## config.mk

```make
export PLATFORM = sky130hd
export DESIGN_NAME = multicycle_control_unit_flat
export DESIGN_NICKNAME = d
export VERILOG_FILES = /design/src/rtl/multicycle_control_unit_if.sv /design/src/rtl/multicycle_control_unit.sv /design/src/flat_wrapper.sv
export SDC_FILE = /design/constraint.sdc
export NUM_CORES = 1
export LEC_CHECK = 0
export ABC_AREA = 1
export CAP_MARGIN = 0
export CELL_PAD_IN_SITES_DETAIL_PLACEMENT = 2
export CELL_PAD_IN_SITES_GLOBAL_PLACEMENT = 2
export CORE_UTILIZATION = 28
export CTS_CLUSTER_SIZE = 28
export DETAILED_ROUTE_END_ITERATION = 6
export GPL_ROUTABILITY_DRIVEN = 0
export PLACE_DENSITY = 0.94
export SLEW_MARGIN = 40
export SYNTH_ARGS = -nofsm -noshare
export SYNTH_HDL_FRONTEND = slang
export SYNTH_SLANG_ARGS = --single-unit
```

## constraint.sdc

```tcl
create_clock -name clk -period 3.05 [get_ports clk]
set_clock_uncertainty 0.1 [all_clocks]
set_input_delay 0.7625 -clock clk [delete_from_list [all_inputs] [get_ports clk]]
set_output_delay 0.7625 -clock clk [all_outputs]
set_load 0.02 [all_outputs]
```

## src/rtl/multicycle_control_unit_if.sv

```systemverilog
// Control bus between the multicycle main controller and the RV32I datapath.
// Handshake: none; every signal is a level sampled on the rising clock edge.
// master = controller (reads IR fields and the zero flag, drives controls),
// slave  = datapath side.
interface multicycle_control_unit_if #(
    parameter int CNT_WIDTH = 32
);
    logic [6:0]           opcode;
    logic [2:0]           funct3;
    logic                 zero;
    logic                 pc_write;
    logic                 adr_src;
    logic                 mem_write;
    logic                 ir_write;
    logic                 reg_write;
    logic [1:0]           alu_src_a;
    logic [1:0]           alu_src_b;
    logic [2:0]           imm_sel;
    logic [1:0]           alu_op;
    logic [1:0]           result_src;
    logic                 illegal;
    logic [3:0]           state_dbg;
    logic [CNT_WIDTH-1:0] retired;

    modport master (
        input  opcode, funct3, zero,
        output pc_write, adr_src, mem_write, ir_write, reg_write,
               alu_src_a, alu_src_b, imm_sel, alu_op, result_src,
               illegal, state_dbg, retired
    );

    modport slave (
        output opcode, funct3, zero,
        input  pc_write, adr_src, mem_write, ir_write, reg_write,
               alu_src_a, alu_src_b, imm_sel, alu_op, result_src,
               illegal, state_dbg, retired
    );
endinterface

```

## src/rtl/multicycle_control_unit.sv

```systemverilog
// Moore-style main controller for the multicycle RV32I core, with a
// retired-instruction counter and an illegal-opcode pulse.
module multicycle_control_unit #(
    parameter int CNT_WIDTH = 32
) (
    input  logic                         clk,
    input  logic                         reset,
    multicycle_control_unit_if.master    bus
);

    typedef enum logic [3:0] {
        S_FETCH    = 4'd0,
        S_DECODE   = 4'd1,
        S_MEMADR   = 4'd2,
        S_MEMREAD  = 4'd3,
        S_MEMWB    = 4'd4,
        S_MEMWRITE = 4'd5,
        S_EXEC_R   = 4'd6,
        S_EXEC_I   = 4'd7,
        S_ALUWB    = 4'd8,
        S_BRANCH   = 4'd9,
        S_JAL      = 4'd10,
        S_JALR_A   = 4'd11,
        S_JALR_B   = 4'd12,
        S_LUI      = 4'd13,
        S_AUIPC    = 4'd14,
        S_ILLEGAL  = 4'd15
    } state_t;

    state_t               state_q, state_d;
    logic [CNT_WIDTH-1:0] retired_q, retired_d;

    logic       pc_write, adr_src, mem_write, ir_write, reg_write, illegal;
    logic [1:0] alu_src_a, alu_src_b, alu_op, result_src;
    logic [2:0] imm_sel;
    logic       retire;

    // State and retired-count registers; reset aborts any instruction in flight.
    always_ff @(posedge clk or posedge reset) begin
        if (reset) begin
            state_q   <= S_FETCH;
            retired_q <= '0;
        end else begin
            state_q   <= state_d;
            retired_q <= retired_d;
        end
    end

    // Next-state and per-state control outputs; enables are gated while in reset.
    always_comb begin
        state_d    = state_q;
        pc_write   = 1'b0;
        adr_src    = 1'b0;
        mem_write  = 1'b0;
        ir_write   = 1'b0;
        reg_write  = 1'b0;
        illegal    = 1'b0;
        alu_src_a  = 2'd0;
        alu_src_b  = 2'd0;
        alu_op     = 2'd0;
        result_src = 2'd0;
        retire     = 1'b0;
        unique case (state_q)
            S_FETCH: begin
                ir_write   = 1'b1;
                pc_write   = 1'b1;
                alu_src_b  = 2'd2;
                result_src = 2'd2;
                state_d    = S_DECODE;
            end
            S_DECODE: begin
                // Branch/jump target is precomputed into ALUOut here.
                alu_src_a = 2'd1;
                alu_src_b = 2'd1;
                case (bus.opcode)
                    7'b0000011,
                    7'b0100011: state_d = S_MEMADR;
                    7'b0110011: state_d = S_EXEC_R;
                    7'b0010011: state_d = S_EXEC_I;
                    7'b1100011: state_d = (bus.funct3[2:1] == 2'b00) ? S_BRANCH : S_ILLEGAL;
                    7'b1101111: state_d = S_JAL;
                    7'b1100111: state_d = S_JALR_A;
                    7'b0110111: state_d = S_LUI;
                    7'b0010111: state_d = S_AUIPC;
                    default:    state_d = S_ILLEGAL;
                endcase
            end
            S_MEMADR: begin
                alu_src_a = 2'd2;
                alu_src_b = 2'd1;
                state_d   = bus.opcode[5] ? S_MEMWRITE : S_MEMREAD;
            end
            S_MEMREAD: begin
                adr_src = 1'b1;
                state_d = S_MEMWB;
            end
            S_MEMWB: begin
                result_src = 2'd1;
                reg_write  = 1'b1;
                retire     = 1'b1;
                state_d    = S_FETCH;
            end
            S_MEMWRITE: begin
                adr_src   = 1'b1;
                mem_write = 1'b1;
                retire    = 1'b1;
                state_d   = S_FETCH;
            end
            S_EXEC_R: begin
                alu_src_a = 2'd2;
                alu_op    = 2'd2;
                state_d   = S_ALUWB;
            end
            S_EXEC_I: begin
                alu_src_a = 2'd2;
                alu_src_b = 2'd1;
                alu_op    = 2'd2;
                state_d   = S_ALUWB;
            end
            S_ALUWB: begin
                reg_write = 1'b1;
                retire    = 1'b1;
                state_d   = S_FETCH;
            end
            S_BRANCH: begin
                // Only Mealy output: beq takes on zero, bne on not-zero.
                alu_src_a = 2'd2;
                alu_op    = 2'd1;
                pc_write  = bus.zero ^ bus.funct3[0];
                retire    = 1'b1;
                state_d   = S_FETCH;
            end
            S_JAL: begin
                alu_src_a = 2'd1;
                alu_src_b = 2'd2;
                pc_write  = 1'b1;
                state_d   = S_ALUWB;
            end
            S_JALR_A: begin
                alu_src_a = 2'd2;
                alu_src_b = 2'd1;
                state_d   = S_JALR_B;
            end
            S_JALR_B: begin
                alu_src_a = 2'd1;
                alu_src_b = 2'd2;
                pc_write  = 1'b1;
                state_d   = S_ALUWB;
            end
            S_LUI: begin
                alu_src_a = 2'd3;
                alu_src_b = 2'd1;
                alu_op    = 2'd3;
                state_d   = S_ALUWB;
            end
            S_AUIPC: begin
                alu_src_a = 2'd1;
                alu_src_b = 2'd1;
                state_d   = S_ALUWB;
            end
            S_ILLEGAL: begin
                illegal = 1'b1;
                state_d = S_FETCH;
            end
            default: state_d = S_FETCH;
        endcase
        // Async reset already forces FETCH; keep its write strobes quiet too.
        if (reset) begin
            pc_write  = 1'b0;
            mem_write = 1'b0;
            ir_write  = 1'b0;
            reg_write = 1'b0;
            illegal   = 1'b0;
        end
    end

    // Retired counter advances when a completing state is left; wraps naturally.
    always_comb begin
        retired_d = retired_q;
        if (retire) begin
            retired_d = retired_q + {{(CNT_WIDTH-1){1'b0}}, 1'b1};
        end
    end

    // Immediate type follows the IR opcode in every state.
    always_comb begin
        imm_sel = 3'd0;
        case (bus.opcode)
            7'b0100011: imm_sel = 3'd1;
            7'b1100011: imm_sel = 3'd2;
            7'b0110111,
            7'b0010111: imm_sel = 3'd3;
            7'b1101111: imm_sel = 3'd4;
            default:    imm_sel = 3'd0;
        endcase
    end

    assign bus.pc_write   = pc_write;
    assign bus.adr_src    = adr_src;
    assign bus.mem_write  = mem_write;
    assign bus.ir_write   = ir_write;
    assign bus.reg_write  = reg_write;
    assign bus.alu_src_a  = alu_src_a;
    assign bus.alu_src_b  = alu_src_b;
    assign bus.imm_sel    = imm_sel;
    assign bus.alu_op     = alu_op;
    assign bus.result_src = result_src;
    assign bus.illegal    = illegal;
    assign bus.state_dbg  = state_q;
    assign bus.retired    = retired_q;

endmodule

```

## src/flat_wrapper.sv

```systemverilog
// flat-port wrapper written by rule: the top's interface ports become plain ports
module multicycle_control_unit_flat 
#(
    parameter int CNT_WIDTH = 32
)
  (clk, reset, bus_opcode, bus_funct3, bus_zero, bus_pc_write, bus_adr_src, bus_mem_write, bus_ir_write, bus_reg_write, bus_alu_src_a, bus_alu_src_b, bus_imm_sel, bus_alu_op, bus_result_src, bus_illegal, bus_state_dbg, bus_retired);
  multicycle_control_unit_if #(.CNT_WIDTH(CNT_WIDTH)) bus_i ();
  input  logic clk;
  input  logic reset;
  input wire logic [$bits(bus_i.opcode)-1:0] bus_opcode;
  input wire logic [$bits(bus_i.funct3)-1:0] bus_funct3;
  input wire logic [$bits(bus_i.zero)-1:0] bus_zero;
  output wire logic [$bits(bus_i.pc_write)-1:0] bus_pc_write;
  output wire logic [$bits(bus_i.adr_src)-1:0] bus_adr_src;
  output wire logic [$bits(bus_i.mem_write)-1:0] bus_mem_write;
  output wire logic [$bits(bus_i.ir_write)-1:0] bus_ir_write;
  output wire logic [$bits(bus_i.reg_write)-1:0] bus_reg_write;
  output wire logic [$bits(bus_i.alu_src_a)-1:0] bus_alu_src_a;
  output wire logic [$bits(bus_i.alu_src_b)-1:0] bus_alu_src_b;
  output wire logic [$bits(bus_i.imm_sel)-1:0] bus_imm_sel;
  output wire logic [$bits(bus_i.alu_op)-1:0] bus_alu_op;
  output wire logic [$bits(bus_i.result_src)-1:0] bus_result_src;
  output wire logic [$bits(bus_i.illegal)-1:0] bus_illegal;
  output wire logic [$bits(bus_i.state_dbg)-1:0] bus_state_dbg;
  output wire logic [$bits(bus_i.retired)-1:0] bus_retired;
  assign bus_i.opcode = bus_opcode;
  assign bus_i.funct3 = bus_funct3;
  assign bus_i.zero = bus_zero;
  assign bus_pc_write = bus_i.pc_write;
  assign bus_adr_src = bus_i.adr_src;
  assign bus_mem_write = bus_i.mem_write;
  assign bus_ir_write = bus_i.ir_write;
  assign bus_reg_write = bus_i.reg_write;
  assign bus_alu_src_a = bus_i.alu_src_a;
  assign bus_alu_src_b = bus_i.alu_src_b;
  assign bus_imm_sel = bus_i.imm_sel;
  assign bus_alu_op = bus_i.alu_op;
  assign bus_result_src = bus_i.result_src;
  assign bus_illegal = bus_i.illegal;
  assign bus_state_dbg = bus_i.state_dbg;
  assign bus_retired = bus_i.retired;
  multicycle_control_unit #(.CNT_WIDTH(CNT_WIDTH)) u_core (.clk(clk), .reset(reset), .bus(bus_i));
endmodule
```

### Word level (Yosys, flattened, before mapping)

Index checks and enable logic that the tools add are counted.

* bits in registers: 36
* input bits: 13
* output and inout bits: 53

* add/sub/neg operators: 1
* equality and inequality tests: 24
* muxes and demuxes: 21
* bitwise gates (word level): 1
* reduce and logical (&&, ||, !) cells: 14

Operators with widths (number)
* 32-bit by 1-bit adder with 32-bit output, second input constant: 1
* 4-bit equality test, second input constant: 8
* 4-bit case mux with 8 select lines: 1
* 4-bit case mux with 7 select lines: 1
* 7-bit by 6-bit equality test with 1-bit output, second input constant: 3
* 7-bit equality test, second input constant: 3
* 4-bit by 3-bit equality test with 1-bit output, second input constant: 4
* 7-bit by 5-bit equality test with 1-bit output, second input constant: 2
* 2-bit case mux with 3 select lines: 2
* 3-bit case mux with 4 select lines: 1
* 6-bit OR reduction: 2
* 1-bit two-way mux: 11
* 2-bit OR reduction: 5
* 5-bit OR reduction: 2
* 4-bit by 2-bit equality test with 1-bit output, second input constant: 2
* 2-bit case mux with 2 select lines: 2
* 4-bit OR reduction: 2
* 7-bit by 2-bit equality test with 1-bit output, second input constant: 1
* 3-bit two-way mux: 2
* 4-bit by 1-bit equality test with 1-bit output, second input constant: 1
* 4-bit logical NOT: 1
* 3-bit OR reduction: 1
* 2-bit logical NOT: 1
* 1-bit case mux with 2 select lines: 1
* 1-bit XOR: 1

### Depth between registers and ports, before layout

Gate-level depths: netlist (run 1).

* depth in word-level cells: 4
* gate-level depth with buffers: 10

### Least setup slack after synthesis (run 1)

Ideal clock, no wire load.

* kind: reg-to-output
* start point: reg u_core.state_q[1] (netlist: u_core.bus.state_dbg[1])
* end point: out bus_pc_write
* data arrival time: 1.724 ns
* data required time: 2.188 ns
* path slack: 0.463 ns
* stages on the path, launching flop included: 8
* buffers on the path: 0
* cells stage by stage: dfrtp_1 -> inv_1 -> nand2_1 -> nor2_1 -> inv_1 -> nand2_1 -> a21oi_1 -> nor2_1

* word-level cells in the longest chain between the ends: 4
* elaborated cells between the ends (all ways): 7
* classes of those cells: eq/ne (3); mux (2); reduce/logical (2)

RTL lines
* start, declared: line multicycle_control_unit.sv:30 `state_t state_q, state_d;`
* start signal, assigned: line multicycle_control_unit.sv:44 `state_q <= state_d;`
* 4-bit equality test or 4-bit logical NOT (tied branches): line multicycle_control_unit.sv:63 `unique case (state_q)`
* 3-bit OR reduction (no line)
* 1-bit case mux with 2 select lines *: line multicycle_control_unit.sv:63
* 1-bit two-way mux *: line multicycle_control_unit.sv:168 `if (reset) begin`
* end, declared: line flat_wrapper.sv:13 `output wire logic [$bits(bus_i.pc_write)-1:0] bus_pc_write;`

Every way passes the cells marked *; elsewhere a longest branch is shown, timed or not.

### Worst setup path after layout (run 1)

* start point: in bus_opcode[4]
* end point: out bus_imm_sel[0]

* word-level cells in the longest chain between the ends: 3
* elaborated cells between the ends (all ways): 7
* classes of those cells: eq/ne (5); mux (1); reduce/logical (1)

RTL lines
* start, declared: line flat_wrapper.sv:10 `input wire logic [$bits(bus_i.opcode)-1:0] bus_opcode;`
* 7-bit by 6-bit equality test with 1-bit output or 7-bit by 5-bit equality test with 1-bit output (tied branches): line multicycle_control_unit.sv:188 `case (bus.opcode)`
* 2-bit OR reduction: line multicycle_control_unit.sv:188
* 3-bit case mux with 4 select lines *: line multicycle_control_unit.sv:188
* end, declared: line flat_wrapper.sv:20 `output wire logic [$bits(bus_i.imm_sel)-1:0] bus_imm_sel;`

Marks and branches as above.

==> results.md, run 1 <==
* Status: finished clean
* Critical path cell sequence: clkdlybuf4s50_1, inv_1, nor3_2, nand2_1, nand2_1, inv_1, o41ai_1, buf_2
* Num CTS Buffers at 5
* Area of the multi-input gates at 1350 µm²
* Hold Startpoint: u_core.bus.retired[4]
* Ys Warns at 0
* Vias/cell at ~5.0
* Sequential cell area fraction in the yosys report at 0.374
* CP bufs+invs at 4
* Drt wl/cell at approximately 19 µm
* Worst Setup Path Type: in2out
* WHS Path Cells at 1
* GRT Util Overall at 0.233
* Fmax achieved at between 300 and 400 MHz
* Crit path max-delay family: buffers and inverters
* Area grow syn2layout at 40.0%
* Setup-failing EPs final at 0
* IO Port Bufs at 65
* R2r worst-path depth at 10
* Wire length on met1 at between 3000 and 4000 µm
* Syn_nets at between 300 and 400
* Met2 wire len at between 5000 and 6000 µm
* Final min period at 3010 ps
* Relative max-transition margin at 0.677
* Final hold violations at 0
* Placed insts at 525
* GRT overflow at 0
* Synth top cells by count: 120 x nand2_1, 55 x nor2_1, 41 x inv_1
* Pleak at approximately 1.7 nW
* Area leader, netlist: dfrtp_1
* Largest net degree at the start of global routing at 37
* Yosys top cell area share at 0.374
* Total number of vias at 2656
* Ys flop type: dfrtp_1
* Actual slew at the worst max-slew pin at a little under 500 ps
* Worst Path Arrival at 2150 ps
* Clock slew at reported path FFs at roughly 80 ps
* Critical R2R Launch: u_core.bus.retired[0]
* Top routing layer in use: met4
* Top cells by area, synth: dfrtp_1 37%, nand2_1 19%, nor2_1 8.6%
* Worst slack at placement at -369 ps
* N_diodes at 0
* Setup WS post-layout at 40.2 ps
* CTS hold repair buffers at 0
* Final wirelength at slightly below 10000 µm
* Met3 routed WL at 293 µm
* #FFs+latches synth at 36
* Tot Pwr at approximately 2.0 mW
* Die W at approximately 95 µm
* Ys async rst share at 1.00
* Final Cycle Share at 0.987
* Clock Path Buffers at 2
* Hold Crit Endpoint: u_core.bus.retired[4]
* Library cells used by synthesis at 32
* IO Count at 66
* Worst setup SP type: input pin
* DIE HEIGHT at roughly 95 µm
* Layout Cells excl Fill at approximately 530
* Final Slew Violations at 0
* Stages on worst setup path at 8
* ANT nets after route at 0
* Crit path capture type: output port
* Post-synth EDFFs at 0
* Nets at between 400 and 500
* DRT Pass-1 Iters at 4
* Max Cap Viol at 0
* Critical Path Max Stage Delay at around 500 ps
* Post-CTS setup buffer count at 0
* Worst skew pair latency at between 300 and 400 ps
* Flip-flop and latch area at 902 µm²
* Total die area at 8980 µm²
* TritonCTS Sinks at 36
* Reg2Reg Setup Slack at approximately 990 ps
* Filler Cell Count at just under 1000
* Post-Syn Area at between 2000 and 2500 µm²
* DRC errors left at 0
* R2r endpoint: u_core.bus.retired[20]
* H-tree depth at 2
* Root Buffer: clkbuf_8
* Initial antenna violation count at 0
* Hold Slack at roughly 450 ps
* DR iter-0 viols at between 70 and 80
* Row count at 33
* Gate Count Post-Synth at approximately 340
* First-pass GRT wire length at 15800 µm
* Slowest cell on the critical path: clkdlybuf4s50_1
* Initial Util at 0.292
* TritonCTS clock tree: done
* Synthesized area per cell at 7.01 µm²
* Pwr Density at 585 nW/µm²
* Final HPWL DP at roughly 7000 µm
* Number of global-route vias before repair at between 2000 and 3000
* Core area at ~8300 µm²
* CP max FO at 3
* Min-delay worst type: reg2reg
* Required time worst endpoint at 2190 ps
* Most common cell in the netlist: nand2_1
* Maximum vdd drop at roughly 0.22 mV
* Layout cell share with drive strength beyond 1 at 0.103
worst register-to-register path: stages, from the launching register on:
cell	delay, ps
dfrtp_1	470
ha_1	260
nand3_1	110
nor2_1	190
inv_1	120
nor2_4	220
nand2_4	110
nor2_4	160
nand2_1	100
nand2_1	90
nand2_1	50
flip-flops by register name, indices dropped and copies added, names as in the netlist:
register              flops
u_core.bus.state_dbg      4
u_core.bus.retired       32
how the worst max path moves through the flow:
stage,startpoint,endpoint,slack (ps)
after floorplan,u_core.bus.state_dbg[1],bus_pc_write,460
after global placement,bus_opcode[6],bus_imm_sel[0],-260
after detailed placement,bus_opcode[1],bus_imm_sel[0],-370
after CTS,u_core.bus.state_dbg[0],bus_alu_src_b[0],2
after global routing,bus_opcode[1],bus_imm_sel[0],-50
final,bus_opcode[4],bus_imm_sel[0],40
cells in the final DEF (no fill, tap or decap), types with 2 or more instances in the layout:
master / netlist / routed
nor2_4: 4 / 4
xnor2_1: 9 / 9
o22ai_1: 2 / 2
xor2_1: 11 / 11
nand3b_1: 9 / 9
dfrtp_1: 36 / 35
a21oi_1: 3 / 3
clkbuf_8: 0 / 6
dlymetal6s2s_1: 0 / 5
nand2_4: 3 / 3
nand2_2: 4 / 4
nor3_1: 5 / 4
nand4_1: 3 / 3
o21ai_0: 3 / 3
inv_1: 41 / 41
nand2_1: 120 / 120
clkdlybuf4s50_1: 0 / 54
dlygate4sd2_1: 0 / 4
nand3_1: 18 / 18
nor2_1: 55 / 53
nor2_2: 2 / 4
buf_4: 0 / 12
o2111ai_1: 2 / 2
cell families after synthesis:
group                    Yosys count  share of synthesized area
AO/OA/AOI/OAI                     14                     0.0363
AND/OR/NAND/NOR                  230                      0.437
adder cells (fa/ha/maj)            1                    0.00519
buffers and inverters             42                     0.0685
flip-flops                        36                      0.374
XOR/XNOR                          21                     0.0794
per-stage QoR:
step / area (µm²) / setup TNS [ps] / util
2_1_floorplan: 2410 / 0 / -
3_3_place_gp: 3270 / -623 / 0.396
3_5_place_dp: 3270 / -934 / 0.396
4_1_cts: 3360 / 0 / 0.407
5_1_grt: 3370 / -57.3 / 0.408
6_report: 3370 / 0 / 0.408
layout make-up:
class	count	area share
Clock buffer	7	0.0256
Inverter	41	0.0456
Timing Repair Buffer	77	0.219
Clock inverter	1	0.00223
Sequential cell	36	0.267
Tap cell	105	0.0389
Multi-Input combinational cell	266	0.401
routing by layer:
metal / vias to the layer above / global-route usage
met5: - / 0
met3: 19 / 0.0411
li1: 1226 / -
met4: 0 / 0.0871
met2: 58 / 0.435
met1: 1353 / 0.260
power breakdown:
group	switching, mW	internal, mW	leakage [nW]	total, mW
Clock	0.211	0.184	0.0445	0.396
Sequential	0.108	0.537	0.488	0.644
Combinational	0.572	0.362	1.18	0.933
Total	0.891	1.08	1.71	1.97
repair_timing:
action                                 4_1_cts  5_1_grt
gates resized for setup                     13        8
endpoints found under the hold margin        0        0
setup endpoints to repair                    6        8
(Power assumes the default switching activity.)
==> run 2: changes to the inputs <==
--- a/config.mk
+++ b/config.mk
@@ -6,6 +6,7 @@
 export NUM_CORES = 1
 export LEC_CHECK = 0
 export ABC_AREA = 1
+export ABC_CLOCK_PERIOD_IN_PS = 3050
 export CAP_MARGIN = 0
 export CELL_PAD_IN_SITES_DETAIL_PLACEMENT = 2
 export CELL_PAD_IN_SITES_GLOBAL_PLACEMENT = 2
==> results of run 2 <==
No change in the layout: final DEF, timing and power equal those of run 1.
==> run 3: changes to the inputs <==
--- a/config.mk
+++ b/config.mk
@@ -6,16 +6,16 @@
 export NUM_CORES = 1
 export LEC_CHECK = 0
 export ABC_AREA = 1
-export ABC_CLOCK_PERIOD_IN_PS = 3050
+export ABC_CLOCK_PERIOD_IN_PS = 3400
 export CAP_MARGIN = 0
 export CELL_PAD_IN_SITES_DETAIL_PLACEMENT = 2
 export CELL_PAD_IN_SITES_GLOBAL_PLACEMENT = 2
-export CORE_UTILIZATION = 28
+export CORE_UTILIZATION = 26
 export CTS_CLUSTER_SIZE = 28
 export DETAILED_ROUTE_END_ITERATION = 6
 export GPL_ROUTABILITY_DRIVEN = 0
-export PLACE_DENSITY = 0.94
-export SLEW_MARGIN = 40
+export PLACE_DENSITY = 0.89
+export SLEW_MARGIN = 20
 export SYNTH_ARGS = -nofsm -noshare
 export SYNTH_HDL_FRONTEND = slang
 export SYNTH_SLANG_ARGS = --single-unit
==> constraint.sdc (replaced) <==
create_clock -name clk -period 3.4 [get_ports clk]
set_clock_uncertainty 0.1 [all_clocks]
set_input_delay 0.85 -clock clk [delete_from_list [all_inputs] [get_ports clk]]
set_output_delay 0.85 -clock clk [all_outputs]
set_load 0.02 [all_outputs]
==> run 3 against run 2 <==
Against the previous run: register-to-register slack better by 510 ps; sequential power down 11%; combinational power down 13%; die area rose by 7.5%; worst hold slack worse by 3.6 ps; via count fell by 5.5%; clock power decreased by 18%; utilization down 3.2 points; critical endpoint is now bus_imm_sel[1]; wire length decreased by 17%; setup slack improved by 140 ps.
==> results.md, run 3 (same netlist as run 1, synthesis figures left out) <==
* First-pass GRT wire length at 14000 µm
* Area grow syn2layout at 38.3%
* DIE HEIGHT at about 98 µm
* GRT Util Overall at 0.182
* Most common cell on crit path: nand2_1
* Status: finished clean
* DRC errors left at 0
* Stages on worst setup path at 8
* Relative max-transition margin at 0.678
* CTS hold repair buffers at 0
* Max Cap Viol at 0
* Nets at between 400 and 500
* Layout cell share with drive strength beyond 1 at 0.0849
* Num CTS Buffers at 5
* Die W at between 90 and 100 µm
* IO Port Bufs at 65
* Layout Cells excl Fill at ~530
* Final hold violations at 0
* Largest net degree at the start of global routing at 37
* IO Count at 66
* H-tree depth at 2
* Final Cycle Share at 0.948
* Total die area at a little under 10000 µm²
* ANT nets after route at 0
* Switch share at 0.429
* Pwr Density at approximately 500 nW/µm²
* Final HPWL DP at 6490 µm
* Worst Path Arrival at 2270 ps
* Reg2Reg Setup Slack at 1500 ps
* End of the critical path: bus_imm_sel[1]
* DRT Pass-1 Iters at 6
* Actual slew at the worst max-slew pin at 483 ps
* Pleak at 1.62 nW
* Row count at 34
* Sequential power share at 0.335
* Comb power frac at 0.476
* Critical Path Max Stage Delay at 520 ps
* Total number of vias at 2510
* Clock Path Buffers at 2
* Largest register FFs at 32
* Clk pwr share at 0.189
* Setup crit start: bus_opcode[4]
* Worst Setup Path Type: in2out
* Min-delay worst type: reg2reg
* Worst skew pair latency at 280 ps
* GRT overflow at 0
* Critical R2R Launch: u_core.bus.retired[0]
* TritonCTS Sinks at 36
* Final Slew Violations at 0
* P_sw at 0.733 mW
* Hold Slack at 443 ps
* Internal at about 1 mW
* Critical path cell sequence: clkdlybuf4s50_1, inv_1, nor3_1, nand2_1, nand2_1, inv_1, nand2_1, dlygate4sd2_1
* Setup-failing EPs final at 0
* Final min period at 3220 ps
* Slowest cell on the critical path: clkdlybuf4s50_1
* Initial antenna violation count at 0
* Commonest non-fill, non-tap cells in the layout: 120 x nand2_1, 62 x clkdlybuf4s50_1, 53 x nor2_1
* CP bufs+invs at 4
* Number of global-route vias before repair at approximately 2800
* R2r endpoint: u_core.bus.retired[20]
* Core area at 8850 µm²
* N_diodes at 0
* Vias/cell at 4.72
* Unrepaired setup endpoints after global routing: no
* Clock slew at reported path FFs at roughly 80 ps
* Worst setup SP type: input pin
* Crit path capture type: output port
* Crit path max-delay family: buffers and inverters
* Placed insts at 524
* TritonCTS clock tree: done
* Final wirelength at a little over 8000 µm
* Required time worst endpoint at 2450 ps
* Tot Pwr at roughly 1.7 mW
* Commonest non-fill, non-tap cell in the layout: nand2_1
* Fmax achieved at 310 MHz
* Drt wl/cell at between 15 and 20 µm
* Hold Startpoint: u_core.bus.retired[25]
* R2r worst-path depth at 10
* Root Buffer: clkbuf_8
* CP max FO at 3
* Core Util, Final at 0.377
* DR iter-0 viols at 45
* Maximum vdd drop at roughly 0.17 mV
* Initial Util at 0.272
-- run 3: cell count changes in the layout (fill, tap and decap cells not counted), sizes merged --
| cell | previous run | this run |
|---|---|---|
| buf | 13 | 8 |
| clkinvlp | 1 | 0 |
| dlymetal6s2s | 5 | 0 |
| dlygate4sd2 | 4 | 2 |
| clkdlybuf4s50 | 54 | 62 |
| clkbuf | 8 | 9 |
-- run 3: metal layers --
| metal | wire (µm) | GRT usage |
|---|---|---|
| met1 | 3570 | 0.219 |
| met2 | 4390 | 0.337 |
| met3 | 209 | 0.0258 |
| met4 | 75 | 0.0459 |
| met5 | 0 | 0 |
-- run 3: what timing repair did --
action / 4_1_cts / 5_1_grt
buffers inserted: 0 / 0
gates resized for setup: 4 / 4
endpoints found under the setup margin: 3 / 3
-- run 3: worst min path at each step --
stage | end | cells after the start | slack (ps)
floorplan | u_core.bus.retired[18] | 1 | 510
global placement | u_core.bus.retired[31] | 2 | 400
detailed placement | u_core.bus.retired[18] | 1 | 440
CTS | u_core.bus.retired[18] | 1 | 450
global route | u_core.bus.retired[13] | 1 | 480
finish | u_core.bus.retired[25] | 2 | 440
-- run 3: worst register-to-register path: cells and delay by family, from the launching register on --
family / cells / cell delay, ps
AND/OR/NAND/NOR: 8 / 900
adder cells (fa/ha/maj): 1 / 250
buffers and inverters: 1 / 100
flip-flops: 1 / 440
-- run 3: power groups by stage --
stage	clock, mW	sequential [mW]	combinational (mW)
floorplan	0	0.612	0.419
global placement	0	0.575	0.791
detailed placement	0	0.579	0.815
CTS	0.332	0.572	0.824
global route	0.348	0.586	0.879
finish	0.323	0.571	0.813
-- run 3: cell type report --
class                      instances  area [µm²]
clock buffer                       8        90.1
fill                            1023        5520
inverter                          41         154
multi-input combinational        266        1350
sequential                        36         901
tap                              108         135
timing repair buffer              73         703
-- run 3: stage by stage --
step | worst slack (ps) | cell area [µm²] | setup TNS (ps)
final | 178 | 3330 | 0
after global routing | 10.2 | 3330 | 0
after CTS | 97.0 | 3330 | 0
after detailed placement | -198 | 3240 | -398
after global placement | -89.1 | 3240 | -110
after floorplan | 693 | 2410 | 0
